$ cat config.mk
export PLATFORM = sky130hd
export DESIGN_NAME = vec_alu_sequencer
export DESIGN_NICKNAME = d
export VERILOG_FILES = /design/src/rtl/asip_pkg.sv /design/src/rtl/op_latency_counter.sv /design/src/rtl/vec_alu_sequencer.sv
export SDC_FILE = /design/constraint.sdc
export NUM_CORES = 1
export LEC_CHECK = 0
export ABC_AREA = 1
export BUFFER_PORTS_ARGS = -buffer_cell sky130_fd_sc_hd__buf_2
export CAP_MARGIN = 20
export CORE_MARGIN = 5
export CORE_UTILIZATION = 53
export DETAILED_ROUTE_END_ITERATION = 16
export HOLD_SLACK_MARGIN = 0.15
export MAX_ROUTING_LAYER = met4
export PLACE_DENSITY = 0.77
export SLEW_MARGIN = 20
export SYNTH_ARGS = -nofsm -noshare
export SYNTH_HDL_FRONTEND = slang
export SYNTH_SLANG_ARGS = --single-unit
$ cat constraint.sdc
create_clock -name clk -period 2.1 [get_ports clk]
set_input_delay 0.105 -clock clk [delete_from_list [all_inputs] [get_ports clk]]
set_output_delay 0.105 -clock clk [all_outputs]
set_load 0.03 [all_outputs]
$ cat src/rtl/asip_pkg.sv
// Shared opcode, ALU-select and FSM-state definitions for the vector ALU sequencer.
// Helper functions map a raw opcode to its legality, ALU code and latency.
package asip_pkg;

    typedef enum logic [3:0] {
        OP_MUL = 4'b0000,
        OP_DIV = 4'b0001,
        OP_ADD = 4'b0100,
        OP_BEQ = 4'b1001
    } opcode_t;

    localparam logic [1:0] ALU_ADD = 2'b00;
    localparam logic [1:0] ALU_MUL = 2'b01;
    localparam logic [1:0] ALU_DIV = 2'b10;
    localparam logic [1:0] ALU_CMP = 2'b11;

    typedef enum logic [1:0] {
        ST_IDLE,
        ST_EXEC,
        ST_WB,
        ST_DONE
    } state_t;

    function automatic logic op_legal(input logic [3:0] op);
        case (op)
            OP_MUL, OP_DIV, OP_ADD, OP_BEQ: return 1'b1;
            default:                        return 1'b0;
        endcase
    endfunction

    function automatic logic [1:0] op_alu_code(input logic [3:0] op);
        case (op)
            OP_MUL:  return ALU_MUL;
            OP_DIV:  return ALU_DIV;
            OP_BEQ:  return ALU_CMP;
            default: return ALU_ADD;
        endcase
    endfunction

    // Execute cycles per lane; single-cycle ops and anything unknown report 1.
    function automatic int unsigned op_latency(input logic [3:0] op,
                                               input int unsigned mul_lat,
                                               input int unsigned div_lat);
        case (op)
            OP_MUL:  return mul_lat;
            OP_DIV:  return div_lat;
            default: return 1;
        endcase
    endfunction

endpackage

$ cat src/rtl/op_latency_counter.sv
// Per-lane execute latency down-counter: load a start value, count down while
// enabled, and flag when the count has reached zero.
module op_latency_counter #(
    parameter int WIDTH = 3
) (
    input  logic             clk,
    input  logic             rst,
    input  logic             load,
    input  logic [WIDTH-1:0] load_value,
    input  logic             enable,
    output logic             zero
);

    logic [WIDTH-1:0] count_reg;

    always_ff @(posedge clk or posedge rst) begin
        if (rst) begin
            count_reg <= '0;
        end else if (load) begin
            count_reg <= load_value;
        end else if (enable && (count_reg != '0)) begin
            count_reg <= count_reg - WIDTH'(1);
        end
    end

    assign zero = (count_reg == '0);

endmodule

$ cat src/rtl/vec_alu_sequencer.sv
// Sequences one decoded vector ALU instruction across LANES lanes through a
// shared scalar ALU: per lane, lat execute cycles followed by one write-back cycle.
module vec_alu_sequencer
    import asip_pkg::*;
#(
    parameter int LANES   = 4,
    parameter int MUL_LAT = 2,
    parameter int DIV_LAT = 8
) (
    input  logic                     clk,
    input  logic                     rst,
    input  logic                     issue_valid,
    input  logic [3:0]               opcode,
    output logic                     issue_ready,
    input  logic                     flush,
    output logic [1:0]               alu_control,
    output logic                     alu_en,
    output logic [$clog2(LANES)-1:0] lane_idx,
    input  logic                     alu_zero,
    output logic                     lane_we,
    output logic                     stall,
    output logic                     done,
    output logic                     branch_taken,
    output logic                     illegal
);

    localparam int LANE_W  = $clog2(LANES);
    localparam int MAX_LAT = (MUL_LAT > DIV_LAT) ? MUL_LAT : DIV_LAT;
    localparam int CNT_W   = (MAX_LAT < 2) ? 1 : $clog2(MAX_LAT);

    state_t            state_reg;
    logic [3:0]        op_reg;
    logic [LANE_W-1:0] lane_reg;
    logic              eq_reg;
    logic [1:0]        alu_control_reg;
    logic              alu_en_reg;
    logic              lane_we_reg;
    logic              done_reg;
    logic              branch_reg;
    logic              illegal_reg;

    logic              accept;
    logic              lane_last;
    logic [3:0]        lat_op;
    logic [CNT_W-1:0]  load_value;
    logic              cnt_load;
    logic              cnt_enable;
    logic              cnt_zero;

    assign accept     = issue_valid && (state_reg == ST_IDLE) && !flush;
    assign lane_last  = (lane_reg == LANE_W'(LANES - 1));
    // The counter is loaded either at acceptance (fresh opcode) or when moving to the next lane.
    assign lat_op     = (state_reg == ST_IDLE) ? opcode : op_reg;
    assign load_value = CNT_W'(op_latency(lat_op, int'(MUL_LAT), int'(DIV_LAT)) - 1);
    assign cnt_load   = (accept && op_legal(opcode)) ||
                        ((state_reg == ST_WB) && !flush && !lane_last);
    assign cnt_enable = (state_reg == ST_EXEC) && !flush;

    op_latency_counter #(
        .WIDTH(CNT_W)
    ) u_latency (
        .clk       (clk),
        .rst       (rst),
        .load      (cnt_load),
        .load_value(load_value),
        .enable    (cnt_enable),
        .zero      (cnt_zero)
    );

    always_ff @(posedge clk or posedge rst) begin
        if (rst) begin
            state_reg       <= ST_IDLE;
            op_reg          <= 4'b0000;
            lane_reg        <= '0;
            eq_reg          <= 1'b0;
            alu_control_reg <= ALU_ADD;
            alu_en_reg      <= 1'b0;
            lane_we_reg     <= 1'b0;
            done_reg        <= 1'b0;
            branch_reg      <= 1'b0;
            illegal_reg     <= 1'b0;
        end else begin
            lane_we_reg <= 1'b0;
            done_reg    <= 1'b0;
            branch_reg  <= 1'b0;
            illegal_reg <= 1'b0;
            case (state_reg)
                ST_IDLE: begin
                    if (accept) begin
                        if (op_legal(opcode)) begin
                            state_reg       <= ST_EXEC;
                            op_reg          <= opcode;
                            lane_reg        <= '0;
                            eq_reg          <= 1'b1;
                            alu_control_reg <= op_alu_code(opcode);
                            alu_en_reg      <= 1'b1;
                        end else begin
                            illegal_reg <= 1'b1;
                        end
                    end
                end
                ST_EXEC: begin
                    if (flush) begin
                        state_reg       <= ST_IDLE;
                        lane_reg        <= '0;
                        alu_control_reg <= ALU_ADD;
                        alu_en_reg      <= 1'b0;
                    end else if (cnt_zero) begin
                        state_reg   <= ST_WB;
                        lane_we_reg <= (op_reg != OP_BEQ);
                    end
                end
                ST_WB: begin
                    eq_reg <= eq_reg & alu_zero;
                    if (flush) begin
                        state_reg       <= ST_IDLE;
                        lane_reg        <= '0;
                        alu_control_reg <= ALU_ADD;
                        alu_en_reg      <= 1'b0;
                    end else if (lane_last) begin
                        state_reg  <= ST_DONE;
                        alu_en_reg <= 1'b0;
                        done_reg   <= 1'b1;
                        branch_reg <= (op_reg == OP_BEQ) && eq_reg && alu_zero;
                    end else begin
                        state_reg <= ST_EXEC;
                        lane_reg  <= lane_reg + LANE_W'(1);
                    end
                end
                default: begin
                    state_reg       <= ST_IDLE;
                    lane_reg        <= '0;
                    alu_control_reg <= ALU_ADD;
                    alu_en_reg      <= 1'b0;
                end
            endcase
        end
    end

    assign issue_ready  = (state_reg == ST_IDLE);
    assign stall        = (state_reg != ST_IDLE);
    assign alu_control  = alu_control_reg;
    assign alu_en       = alu_en_reg;
    assign lane_idx     = lane_reg;
    assign lane_we      = lane_we_reg;
    assign done         = done_reg;
    assign branch_taken = branch_reg;
    assign illegal      = illegal_reg;

endmodule

Yosys cells after proc, flatten, opt, wreduce, memory -nomap -nowiden
Cells that the tools add are included.
Operators by class
  add/subtract/negate cells: 3
  eq/ne operators: 16
  mux-type cells: 43
  bitwise logic cells: 1
  reduce and logical (&&, ||, !) cells: 28
Operators by type and width (number)
  $mux 2: 13
  $mux 1: 20
  $pmux 2 s3: 3
  $reduce_and 3->1: 4
  $logic_and 1x1->1: 9
  $ne 3x3->1 const B: 3
  $eq 4x1->1 const B: 2
  $eq 4x4->1 const B: 2
  $logic_not 4->1: 2
  $pmux 2 s2: 2
  $reduce_and 4->1: 2
  $mux 3: 2
  $ne 2x1->1 const B: 3
  $reduce_bool 2->1: 3
  $sub 3x1->3 const B: 2
  $eq 2x2->1 const B: 2
  $eq 4x3->1 const B: 1
  $mux 4: 1
  $ne 4x4->1 const B: 1
  $reduce_or 4->1: 1
  $logic_not 3->1: 1
  $pmux 1 s3: 1
  $reduce_bool 3->1: 1
  $add 2x1->2 const B: 1
  8 further kinds: 9
Storage, ports and cells
  bits in registers: 19
  output and inout bits: 11
  logic and storage cells: 102

Longest topological paths before layout
  depth after elaboration: 8
  depth in mapped cells: 15
  depth with buffers taken out: 15

Hierarchy
From an unflattened synthesis, not the netlist that was laid out.
Second synthesis, totals
  cells, all modules: 145
  area total of the unflattened synthesis: 1224.9 um^2
By module, submodules not included
  vec_alu_sequencer: instances 1, cells each 117, area an instance 1028.5 um^2, seq. area each 400.4 um^2
  op_latency_counter: instances 1, cells each 28, area an instance 196.4 um^2, seq. area each 75.1 um^2

Least setup slack after synthesis
OpenSTA, ideal clock, no wires.
  kind: flip-flop to flip-flop
  start point: register state_reg[0]
  end point: register u_latency.count_reg[2]
  arrival: 1.930 ns
  required time: 1.987 ns
  path slack: 0.057 ns
  cell stages (with the launch flop): 14
  buffers on the path: 0
  period minus slack after synthesis: 2.043 ns
  cell sequence: dfrtp_1 -> inv_1 -> ha_1 -> nand2_1 -> nor2_4 -> nand2_4 -> nand2_1 -> nand2_1 -> and2_1 -> ha_1 -> nand2_1 -> nand2_1 -> nand2_1 -> inv_1
On the way
  word-level cells in the longest chain between the ends: 6
  elaborated cells between the ends (all ways): 18
  those cells by class: 1 x add/sub; 3 x eq/ne; 3 x mux; 11 x reduce/logical
RTL lines
  start, declared: RTL line vec_alu_sequencer.sv:31  | state_t state_reg;
  start signal, assigned: RTL line vec_alu_sequencer.sv:72  | state_reg <= ST_IDLE;
  start signal, assigned: RTL line vec_alu_sequencer.sv:91  | state_reg <= ST_EXEC;
  start signal, assigned: RTL line vec_alu_sequencer.sv:104  | state_reg <= ST_IDLE;
  $logic_not 2->1 (*)
  net issue_ready: RTL line vec_alu_sequencer.sv:14  | output logic issue_ready,
  $mux 4 / $logic_and 1x1->1 (equally long branches): RTL line vec_alu_sequencer.sv:53, vec_alu_sequencer.sv:50
  $eq 4x1->1, or another cell as far along: RTL line asip_pkg.sv:44  | case (op)
  $pmux 2 s2 / $logic_and 1x1->1 (equally long branches): RTL line asip_pkg.sv:44, vec_alu_sequencer.sv:55
  $sub 3x1->3 / $logic_or 1x1->1 (equally long branches): RTL line vec_alu_sequencer.sv:54, vec_alu_sequencer.sv:55
  $mux 3 / $reduce_bool 2->1 (equally long branches)
  end signal, assigned: RTL line op_latency_counter.sv:20  | count_reg <= load_value;
  end signal, assigned: RTL line op_latency_counter.sv:22  | count_reg <= count_reg - WIDTH'(1);
  end, declared: RTL line op_latency_counter.sv:14  | logic [WIDTH-1:0] count_reg;
Mark *: on every way through the listed nets, which the timed path passes. The rest lies on a longest branch.
A chain may end at the register's enable or synchronous reset.

Worst setup path in the final report
  start point: register state_reg[0]
  end point: register u_latency.count_reg[2]
On the way
  word-level cells in the longest chain between the ends: 6
  elaborated cells between the ends (all ways): 18
  those cells by class: 1 x add/sub; 3 x eq/ne; 3 x mux; 11 x reduce/logical
RTL lines (RTL line)
  $logic_not 2->1: vec_alu_sequencer.sv:50, vec_alu_sequencer.sv:53
  $mux 4 / $logic_and 1x1->1 (equally long branches): vec_alu_sequencer.sv:53, vec_alu_sequencer.sv:50
  $eq 4x1->1, or another cell as far along: asip_pkg.sv:44
  $pmux 2 s2 / $logic_and 1x1->1 (equally long branches): asip_pkg.sv:44, vec_alu_sequencer.sv:55
  $sub 3x1->3 / $logic_or 1x1->1 (equally long branches): vec_alu_sequencer.sv:54, vec_alu_sequencer.sv:55
  $mux 3 / $reduce_bool 2->1 (equally long branches)
Several ways; a longest one is shown, not always the timed one.

==> results.py <==
metrics = {
    "run_status": {
        "outcome": "finished clean",
    },
    "critical_path": {
        "required_ns": 2.30,
        "worstSetupStartpoint": "state_reg[0]",
        "crit_top_cell": "nand2_1",
        "cpMaxStageDelayCell": "dfrtp_1",
        "crit_fanout": 4,
        "r2r_setup_slack_ns": 0.12,
        "critPathArrivalTime_ns": 2.18,
        "r2r-start": "state_reg[0]",
        "critical_path_class": "flip-flop to flip-flop",
        "cpPeakStageDelay_ns": 0.43,
        "cp-end-kind": "flip-flop",
        "path_cells": "inv_2 > ha_4 > inv_1 > nor2_4 > inv_2 > nor2_4 > inv_2 > nand2_1 > nand2_1 > and2_4 > ha_1 > nand2_1 > nand2_1 > nand2_1 > inv_1",
        "startpoint_type": "flip-flop",
    },
    "drt": {
        "wl_per_cell_um": 12.2,
        "num_vias": 978,
        "firstDrtPassIters": 4,
        "ant_nets": 0,
        "wl_um": 2350,
        "drc_errors": 0,
        "via_per_inst": 5.07,
        "drt_iter0_drc": 30,
    },
    "clocking": {
        "cts_root_buf": "clkbuf_4",
        "cts_tree": "built",
        "worstSkewPairLatency_ns": 0.30,
        "clock-sinks": 19,
        "clk_path_buf_depth": 2,
        "path_clk_slew_ns": 0.11,
        "htreeDepth": 1,
        "cts_made_buffers": 3,
    },
    "floorplanning": {
        "rows": 16,
        "dieArea_mm2": 0.00305,
        "die_w_um": 55.2,
        "io-pin-count": 20,
        "fp.dieH_um": 55.2,
        "start_util_pct": 55.2,
        "core-area_mm2": 0.00196,
    },
    "place": {
        "dpl_cell_area_mm2": 0.00122,
        "gp_congestion": 0.890,
        "place_hpwl_um": 1670,
        "port_buffers": 19,
    },
    "grt": {
        "grt_overflow": 0,
        "track_usage_pct": 16.1,
        "grtUsageMet2_pct": 27.2,
        "use_met3_pct": 3.96,
        "grt_max_degree": 20,
        "grtUsageMet1_pct": 18.4,
        "grt_pass1_vias": 871,
        "top_usage_layer": "met2",
        "antenna_found_initial": 0,
        "grt_first_pass_wirelength_um": 3840,
    },
    "logic_synthesis": {
        "yosysWarnings": 0,
        "synth_xor_area_share_pct": 0,
        "synthesis.area_per_instance_um2": 8.15,
        "synth_top_family_by_area": "simple AND/OR/NAND/NOR gates",
        "muxShareOfSynthArea_pct": 0,
        "syn_area_mm2": 0.00108,
        "ys_ff_latch": 19,
        "synth-simple-area-share_pct": 31.6,
        "synth.distinct_cells": 24,
        "synth_compound_area_share_pct": 9.47,
        "ys_seq_area_share_pct": 43.9,
        "syn_inst": 133,
        "syn_nets": 149,
        "synth_adder_area_share_pct": 8.08,
    },
    "timing": {
        "max_clock_freq_mhz": 504,
        "setup_tns_ns": 0,
        "setup_viol": 0,
        "post-route-min-period_ns": 1.98,
        "skew_ns": 0.00665,
        "slew_headroom_pct": 53.3,
        "final_hold_viol_count": 0,
        "fin_crit_sh_pct": 94.4,
        "whs_ns": 0.159,
        "slew_viol_final": 0,
        "worstMarginPinSlew_ns": 0.700,
    },
    "layout": {
        "final_common_cell": "nand2_1",
        "fin_area_mm2": 0.00137,
        "final_core_util_pct": 70.0,
        "final_cell_mix": "nand2_1, dfrtp_1, buf_2",
        "largest_reg_flops": 4,
        "syn_to_final_growth_pct": 26.8,
        "fin_nets": 183,
        "n_antenna_cell": 0,
        "drive_gt1_share_pct": 27.7,
    },
    "min_path": {
        "hold_start": "opcode[2]",
        "hp-class": "input port to flip-flop",
    },
    "pwr": {
        "p_leak_nw": 0.747,
        "powerDensity_mw_per_mm2": 1330,
        "ir_drop_v": 0.000734,
    },
    "run": {
        "cap_violations": 0,
    },
}
layout make-up:
type | instances | area (um^2)
clock buffer | 4 | 26.3
fill | 167 | 588
inverter | 20 | 75.1
multi-input combinational | 94 | 576
sequential | 19 | 475
tap | 27 | 33.8
timing repair buffer | 29 | 188
stage by stage:
| step | power, W | std cells | worst slack [ns] |
|---|---|---|---|
| after detailed placement | 0.00153 | 180 | 0.118 |
| final | 0.00183 | 193 | 0.117 |
| after global routing | 0.00198 | 193 | -0.0197 |
| after global placement | 0.00151 | 180 | 0.170 |
| after floorplan | 0.00130 | 133 | 0.0570 |
| after CTS | 0.00173 | 191 | 0.0997 |
synth_stat cells, drive strengths merged:
cell type,instances,area (um^2)
nand2,44,193
nor4,1,6.26
o21ai,13,68.8
nor3b,1,7.51
inv,20,75.1
a21boi,1,7.51
and2,1,6.26
a21oi,3,18.8
nand4,3,18.8
ha,7,87.6
nor2,7,46.3
dfrtp,19,475
nor3,3,15.0
o21a,1,7.51
nand3,9,50.1
power by group:
part           leakage, nW  switching, W  internal (W)  total (W)
Combinational        0.484      0.000657      0.000393    0.00105
Sequential           0.247     0.0000987      0.000494   0.000592
Clock               0.0150      0.000109     0.0000740   0.000183
Total                0.747      0.000865      0.000961    0.00183
repair_timing:
| item | CTS | global route |
|---|---|---|
| setup endpoints to repair | 0 | 2 |
| hold buffers | 7 | 0 |
| hold endpoints to repair | 24 | 0 |
| setup buffers | 0 | 2 |
| resized for setup | 0 | 11 |
final timing paths:
kind | end | cells past startpoint
setup / recovery | u_latency.count_reg[2] | 15
hold / removal | op_reg[2] | 3
setup reg to reg | u_latency.count_reg[2] | 15
hold reg to reg | lane_idx[0] | 1
max in group asynchronous | state_reg[1] | 3
min in group asynchronous | alu_control[0] | 3
worst max-delay path: cells and delay by family, from the launching register on:
family	cells	cell delay, ns
fa+ha+maj	2	0.33
buf+inv	5	0.36
flops	1	0.43
simple gates	8	0.75
logic make-up after synthesis:
family / after synthesis
DFF: 19
AOI/OAI and AO/OA: 18
buffers and inverters: 20
and+or+nand+nor: 69
adders and majority gates: 7
per-layer routing:
layer / wire (um) / vias up
met2: 1190 / 24
met1: 1030 / 457
met4: 36 / 0
met5: 0 / -
li1: - / 492
met3: 92 / 5
Power figures use the tool's default switching activity.
